File: src/rtl/adc_capture_if.sv
// Shared conversion/serial bus between adc_capture and the four external ADCs.
interface adc_capture_if;
   logic convst;
   logic cs;
   logic sck;
   logic sdo1;
   logic sdo2;
   logic sdo3;
   logic sdo4;

   modport master (output convst, cs, sck, input sdo1, sdo2, sdo3, sdo4);
   modport slave  (input convst, cs, sck, output sdo1, sdo2, sdo3, sdo4);
endinterface

File: src/rtl/adc_capture.sv
// Four-channel SPI ADC reader: convst pulse, then 16 MSB-first bits per channel on a shared cs/sck.
// Optional feature macro ADC_AVG4_EN: report the floor average of every four completed transfers.
module adc_capture #(
   parameter int CLK_DIV     = 2,
   parameter int CONV_CYCLES = 25
) (
   input  logic          clk,
   input  logic          rst,
   input  logic          start,
   input  logic          abort,
   adc_capture_if.master adc,
   output logic [15:0]   data1,
   output logic [15:0]   data2,
   output logic [15:0]   data3,
   output logic [15:0]   data4,
   output logic          valid,
   output logic          busy,
   output logic          overrun,
   output logic [1:0]    fsm_state
);

   // start is a request accepted only when busy=0; valid is a one-cycle strobe with no backpressure.
   typedef enum logic [1:0] {
      IDLE  = 2'd0,
      CONV  = 2'd1,
      SHIFT = 2'd2
   } state_t;

   localparam int CNT_MAX = (CLK_DIV > CONV_CYCLES) ? CLK_DIV : CONV_CYCLES;
   localparam int CW      = $clog2(CNT_MAX + 1);

   state_t        state_q;
   state_t        state_d;
   logic [CW-1:0] cnt_q;
   logic [3:0]    bit_q;
   logic          sck_q;
   logic          phase_end;
   logic          sample;
   logic          xfer_done;
   logic [3:0]    sdo;
   logic [15:0]   sh_q   [4];
   logic [15:0]   data_q [4];

   assign sdo       = {adc.sdo4, adc.sdo3, adc.sdo2, adc.sdo1};
   assign phase_end = (cnt_q == CW'(CLK_DIV - 1));

   always_comb begin
      state_d   = state_q;
      sample    = 1'b0;
      xfer_done = 1'b0;
      case (state_q)
         IDLE: begin
            if (start && !abort) state_d = CONV;
         end
         CONV: begin
            if (abort) state_d = IDLE;
            else if (cnt_q == CW'(CONV_CYCLES - 1)) state_d = SHIFT;
         end
         SHIFT: begin
            if (abort) begin
               state_d = IDLE;
            end else if (phase_end) begin
               if (!sck_q) begin
                  sample = 1'b1;
               end else if (bit_q == 4'd15) begin
                  xfer_done = 1'b1;
                  state_d   = IDLE;
               end
            end
         end
         default: state_d = IDLE;
      endcase
   end

   always_ff @(posedge clk) begin
      if (rst) begin
         state_q <= IDLE;
         cnt_q   <= '0;
         bit_q   <= '0;
         sck_q   <= 1'b0;
         overrun <= 1'b0;
      end else begin
         state_q <= state_d;
         // One counter times both the convst width and each sck half-period.
         if (state_d != state_q)     cnt_q <= '0;
         else if (state_q == CONV)   cnt_q <= cnt_q + 1'b1;
         else if (state_q == SHIFT)  cnt_q <= phase_end ? '0 : cnt_q + 1'b1;
         else                        cnt_q <= '0;

         if (state_d != SHIFT)                    sck_q <= 1'b0;
         else if (state_q == SHIFT && phase_end)  sck_q <= ~sck_q;

         if (state_d != SHIFT)                             bit_q <= '0;
         else if (state_q == SHIFT && phase_end && sck_q)  bit_q <= bit_q + 1'b1;

         if (start && !abort && state_q != IDLE) overrun <= 1'b1;
      end
   end

`ifdef ADC_AVG4_EN
   logic [17:0] acc_q [4];
   logic [17:0] sum   [4];
   logic [1:0]  avg_q;

   always_comb begin
      for (int i = 0; i < 4; i++) sum[i] = acc_q[i] + {2'b00, sh_q[i]};
   end
`endif

   always_ff @(posedge clk) begin
      if (rst) begin
         valid <= 1'b0;
         for (int i = 0; i < 4; i++) begin
            sh_q[i]   <= '0;
            data_q[i] <= '0;
         end
`ifdef ADC_AVG4_EN
         avg_q <= '0;
         for (int i = 0; i < 4; i++) acc_q[i] <= '0;
`endif
      end else begin
         valid <= 1'b0;
         if (sample) begin
            for (int i = 0; i < 4; i++) sh_q[i] <= {sh_q[i][14:0], sdo[i]};
         end
`ifdef ADC_AVG4_EN
         if (abort) begin
            avg_q <= '0;
            for (int i = 0; i < 4; i++) acc_q[i] <= '0;
         end else if (xfer_done) begin
            if (avg_q == 2'd3) begin
               valid <= 1'b1;
               avg_q <= '0;
               for (int i = 0; i < 4; i++) begin
                  data_q[i] <= sum[i][17:2];
                  acc_q[i]  <= '0;
               end
            end else begin
               avg_q <= avg_q + 1'b1;
               for (int i = 0; i < 4; i++) acc_q[i] <= sum[i];
            end
         end
`else
         if (xfer_done) begin
            valid <= 1'b1;
            for (int i = 0; i < 4; i++) data_q[i] <= sh_q[i];
         end
`endif
      end
   end

   assign adc.convst = (state_q == CONV);
   assign adc.cs     = (state_q != SHIFT);
   assign adc.sck    = sck_q;
   assign busy       = (state_q != IDLE);
   assign fsm_state  = state_q;
   assign data1      = data_q[0];
   assign data2      = data_q[1];
   assign data3      = data_q[2];
   assign data4      = data_q[3];

endmodule

File: src/flat_wrapper.sv
// flat-port wrapper written by rule: the top's interface ports become plain ports
module adc_capture_flat 
#(
   parameter int CLK_DIV     = 2,
   parameter int CONV_CYCLES = 25
)
  (clk, rst, start, abort, data1, data2, data3, data4, valid, busy, overrun, fsm_state, adc_convst, adc_cs, adc_sck, adc_sdo1, adc_sdo2, adc_sdo3, adc_sdo4);
  adc_capture_if adc_i ();
  input  logic clk;
  input  logic rst;
  input  logic start;
  input  logic abort;
  output logic [15:0] data1;
  output logic [15:0] data2;
  output logic [15:0] data3;
  output logic [15:0] data4;
  output logic valid;
  output logic busy;
  output logic overrun;
  output logic [1:0] fsm_state;
  output wire logic [$bits(adc_i.convst)-1:0] adc_convst;
  output wire logic [$bits(adc_i.cs)-1:0] adc_cs;
  output wire logic [$bits(adc_i.sck)-1:0] adc_sck;
  input wire logic [$bits(adc_i.sdo1)-1:0] adc_sdo1;
  input wire logic [$bits(adc_i.sdo2)-1:0] adc_sdo2;
  input wire logic [$bits(adc_i.sdo3)-1:0] adc_sdo3;
  input wire logic [$bits(adc_i.sdo4)-1:0] adc_sdo4;
  assign adc_convst = adc_i.convst;
  assign adc_cs = adc_i.cs;
  assign adc_sck = adc_i.sck;
  assign adc_i.sdo1 = adc_sdo1;
  assign adc_i.sdo2 = adc_sdo2;
  assign adc_i.sdo3 = adc_sdo3;
  assign adc_i.sdo4 = adc_sdo4;
  adc_capture #(.CLK_DIV(CLK_DIV), .CONV_CYCLES(CONV_CYCLES)) u_core (.clk(clk), .rst(rst), .start(start), .abort(abort), .adc(adc_i), .data1(data1), .data2(data2), .data3(data3), .data4(data4), .valid(valid), .busy(busy), .overrun(overrun), .fsm_state(fsm_state));
endmodule
File: config.mk
export PLATFORM = sky130hd
export DESIGN_NAME = adc_capture_flat
export DESIGN_NICKNAME = d
export VERILOG_FILES = /design/src/rtl/adc_capture_if.sv /design/src/rtl/adc_capture.sv /design/src/flat_wrapper.sv
export SDC_FILE = /design/constraint.sdc
export NUM_CORES = 1
export LEC_CHECK = 0
export ABC_AREA = 1
export BUFFER_PORTS_ARGS = -buffer_cell sky130_fd_sc_hd__buf_2
export CORE_MARGIN = 5
export CORE_UTILIZATION = 45
export DETAILED_ROUTE_END_ITERATION = 7
export PLACE_DENSITY = 0.67
export SETUP_SLACK_MARGIN = 0.4
export SLEW_MARGIN = 20
export SYNTH_ARGS = -nofsm -noshare
export SYNTH_HDL_FRONTEND = slang
export SYNTH_SLANG_ARGS = --single-unit
export TNS_END_PERCENT = 1
File: constraint.sdc
create_clock -name clk -period 11 [get_ports clk]
set_clock_uncertainty 0.05 [all_clocks]
set_input_delay 1.1 -clock clk [delete_from_list [all_inputs] [get_ports clk]]
set_output_delay 1.1 -clock clk [all_outputs]
set_load 0.02 [all_outputs]
== Yosys cells after proc, flatten, opt, wreduce, memory -nomap -nowiden ==
Memories as Yosys holds them, arrays and structs flattened.
Index checks and enable logic that the tools add are counted.
Word-level totals
  memories kept: 2
  bits in writable memories: 128
  flip-flop bits (word level): 14
  input port bits: 8
  word-level logic and storage cells: 72
  output and inout bits: 72
Cells by class
  equality and inequality tests: 8
  reductions and logical operators: 9
  mux-type cells: 36
  add/sub/neg operators: 2
  bitwise operators: 9
Memories
  u_core.data_q: depth 4, bits a word 16, read ports 4, clocked after memory_dff 0, wr ports 4, line adc_capture.sv:42  | logic [15:0] data_q [4];
  u_core.sh_q: depth 4, bits a word 16, read ports 4, clocked after memory_dff 0, wr ports 4, line adc_capture.sv:41  | logic [15:0] sh_q [4];
Operator list (number)
  16-bit two-way mux: 8
  1-bit two-way mux: 17
  5-bit two-way mux: 3
  2-bit two-way mux: 7
  1-bit bitwise OR: 8
  2-bit case mux with 3 select lines: 1
  5-bit by 1-bit adder with 5-bit output (second input constant): 1
  5-bit by 1-bit == test with 1-bit output (second input constant): 1
  5-bit == test (second input constant): 1
  4-bit by 1-bit adder with 4-bit output (second input constant): 1
  4-bit == test (second input constant): 1
  1-bit logical AND: 4
  2-bit != test (second input constant): 2
  2-bit OR reduction: 2
  2-bit by 1-bit == test with 1-bit output (second input constant): 1
  2-bit == test (second input constant): 1
  2-bit logical NOT: 1
  2-bit != test: 1
  2-bit nonzero test: 1
  1-bit logical NOT: 1
  1-bit NOT: 1

== Logic depth before layout (Yosys ltp) ==
  depth in word-level cells: 10
  depth in mapped cells: 9
  mapped depth without buffers: 9

== Least setup slack after synthesis ==
Ideal clock, no wire load.
  path kind: input-to-reg
  start point: input port abort
  end point: memory u_core.data_q[0][0], enable pin
  required time: 10368 ps
  stages: 1
  buffers on the path: 0
  arrival: 5862 ps
  setup slack: 4506 ps
  library setup time: 582 ps
  path through: o31ai_1
RTL lines
  from (decl): line flat_wrapper.sv:12  | input logic abort;
  to (decl): line adc_capture.sv:42

==> results.ini <==
[layout]
diodes=0
final_cell_mix=edfxtp_1 (128), nor2_1 (95), inv_1 (83)
syn_to_final_growth_pct=19.6
fin_cells=712
nets=539
final_common_cell=edfxtp_1
fillCellCount=1064
drive_gt1_frac=0.317

[floorplanning]
dieWidth_microns=124
core_sq_um=12700
die_area_sq_um=15400
start_util=0.461
die_h_microns=124
ios=80
rows=41

[sta]
rsz0062_at_grt=no
max_freq_mhz=332
finalSetupViolCount=0
period_share=0.273
maxSlewViolCount=0
report.final.hold_viol_count=0
worst_slew_pin_slew_ns=1.08
finalCriticalPeriod_ns=3.01
maxSlewHeadroom=0.282
finalSetupTns_ns=0

[worst_hold_path]
hold_start=u_core.cnt_q[0]
worstHoldPathType=register to register
holdPathEnd=u_core.cnt_q[0]
hold_depth=1

[global_route]
antenna_found_initial=0
grt.total_usage=0.126
grt_pass1_vias=3035
grt_overflow=0
grt_start_max_net_pins=65
grt_pass1_wl_microns=14500

[worst_setup_path]
timing.rr.end=u_core.data_q[0][5]
reg2reg_depth=6
path_cells=ha_1 > nand2_1 > nor2_1 > nand2_1 > o31ai_4 > buf_4
cp.required_ns=11.00
worst-path-max-fanout=43
cp-end-kind=register
max_stage_delay_ns=0.88
r2r_setup_slack_ns=7.99
r2r-start=u_core.bit_q[0]
worstSetupPathType=register to register
critPathLaunchType=register
crit_arrival_ns=3.01
cpMaxStageDelayCell=o31ai_4
worst_path_most_repeated_cell=nand2_1

[drt]
vias=3125
route.detailed.drc=0
via_per_inst=4.39
wl_microns=8920
dr_wl_met3_microns=458
first_pass_iters=4
highest_layer=met4
wire_per_inst_microns=12.5
wl_met2_microns=4240
wl_met1_microns=4040
detail-route-antenna-nets=0
drt_iter0_markers=165

[placement]
dp.cells=680
gp_congestion=0.814
dpl.hpwl_microns=5610
io_buffers=79

[power_and_ir_drop]
power.leakage_uw=0.00279
power_per_cell_area_nw_per_um2=177
p_total_uw=1240
ir_worst_vdd_v=0.000126

[clocking]
tritoncts=done
cts_hold_buf=0
path_clk_slew_ns=0.06
htree_levels=4
cts_post_setup_buffers_inserted=0
cts-resized-gates=0
clock-sinks=142
cts_made_buffers=17
ctsLongestPathBuffers=2
root_buffer=clkbuf_16
clock_latency_ns=0.41

[synthesis]
ys_ff_latch=142
yosysUniqueCellTypes=23
synth_top_area_cell=edfxtp_1
syn_area_sq_um=5840
netlist.area_leader.share=0.658
ys_warn_count=0
synth_fp_nets=451
synthCells=439
syn_area_per_cell_sq_um=13.3
yosysSeqAreaShare=0.706
synth_area_leaders=edfxtp_1 (66%), nor2_4 (9.6%), nor2_1 (6.1%)

[run]
cap_viol_max_count=0

[run_status]
status=complete, no violations

==> stage by stage <==
step                       util  area [sq um]  worst slack, ns  hold WS [ns]
final                     0.552          6990             7.99         0.433
after detailed placement  0.502          6370             7.64         0.421
after floorplan               -          5840             4.51         0.395
after CTS                 0.552          6990             7.94         0.435
after global routing      0.552          6990             7.75         0.446
after global placement    0.502          6370             7.72         0.411
==> cells by family (layout without fill, tap and decap cells) <==
group	Yosys count	after routing	synth area share
xor+xnor	4	4	0.00600
compound gates	11	11	0.0107
fa+ha+maj	4	4	0.00857
simple gates	180	180	0.189
buf+inv	98	199	0.0795
flops	142	142	0.706
==> how the worst max path moves through the flow <==
stage	from	to	slack, ns	cells after the start
after detailed placement	rst	u_core.data_q[3][7]	7.64	5
after global routing	u_core.bit_q[0]	u_core.data_q[0][5]	7.75	6
after global placement	abort	u_core.data_q[0][6]	7.72	3
after CTS	u_core.bit_q[0]	u_core.data_q[0][5]	7.94	6
final	u_core.bit_q[0]	u_core.data_q[0][5]	7.99	6
after floorplan	abort	u_core.data_q[0][0]	4.51	1
==> layout make-up <==
cell class,instances,area [sq um],area share
well taps,172,215,0.0308
repair buffers,82,418,0.0598
clock buffers,27,588,0.0841
flip-flops and latches,142,4120,0.590
clock inverters,5,35.0,0.00501
inverters,85,319,0.0456
multi-input cells,199,1290,0.185
==> routing by layer <==
layer,vias up,track usage
met5,-,0
met1,1460,0.161
li1,1573,-
met2,77,0.194
met4,0,0.0678
met3,15,0.0391
==> synthesized netlist by cell type (all sizes together) <==
master and instances:
xor2 2, nand4 2, nand2 24, ha 4, o21ai 2, nand3 6
clkbuf 1, xnor2 2, inv 85, o21bai 1, edfxtp 128, dfxtp 14
nor2 148, o31ai 2, a21oi 6, buf 12
==> flip-flops by register name (all words and copies together) (netlist names) <==
register          count
u_core.data_q        64
u_core.valid          1
u_core.cnt_q          5
u_core.adc.sck        1
u_core.bit_q          4
u_core.overrun        1
u_core.fsm_state      2
u_core.sh_q          64
==> report_power, final <==
part,internal [uW],switching (uW)
clock,368,209
sequential,605,5.55
combinational,11.0,36.8
total,983,252
==> worst max-delay path: cells and delay by family (launching register included) <==
| family | cells | cell delay [ns] |
|---|---|---|
| compound gates | 1 | 0.88 |
| buf+inv | 1 | 0.61 |
| simple gates | 3 | 0.50 |
| flops | 1 | 0.38 |
| fa+ha+maj | 1 | 0.20 |
No activity file was read; power rests on OpenSTA's default activity.
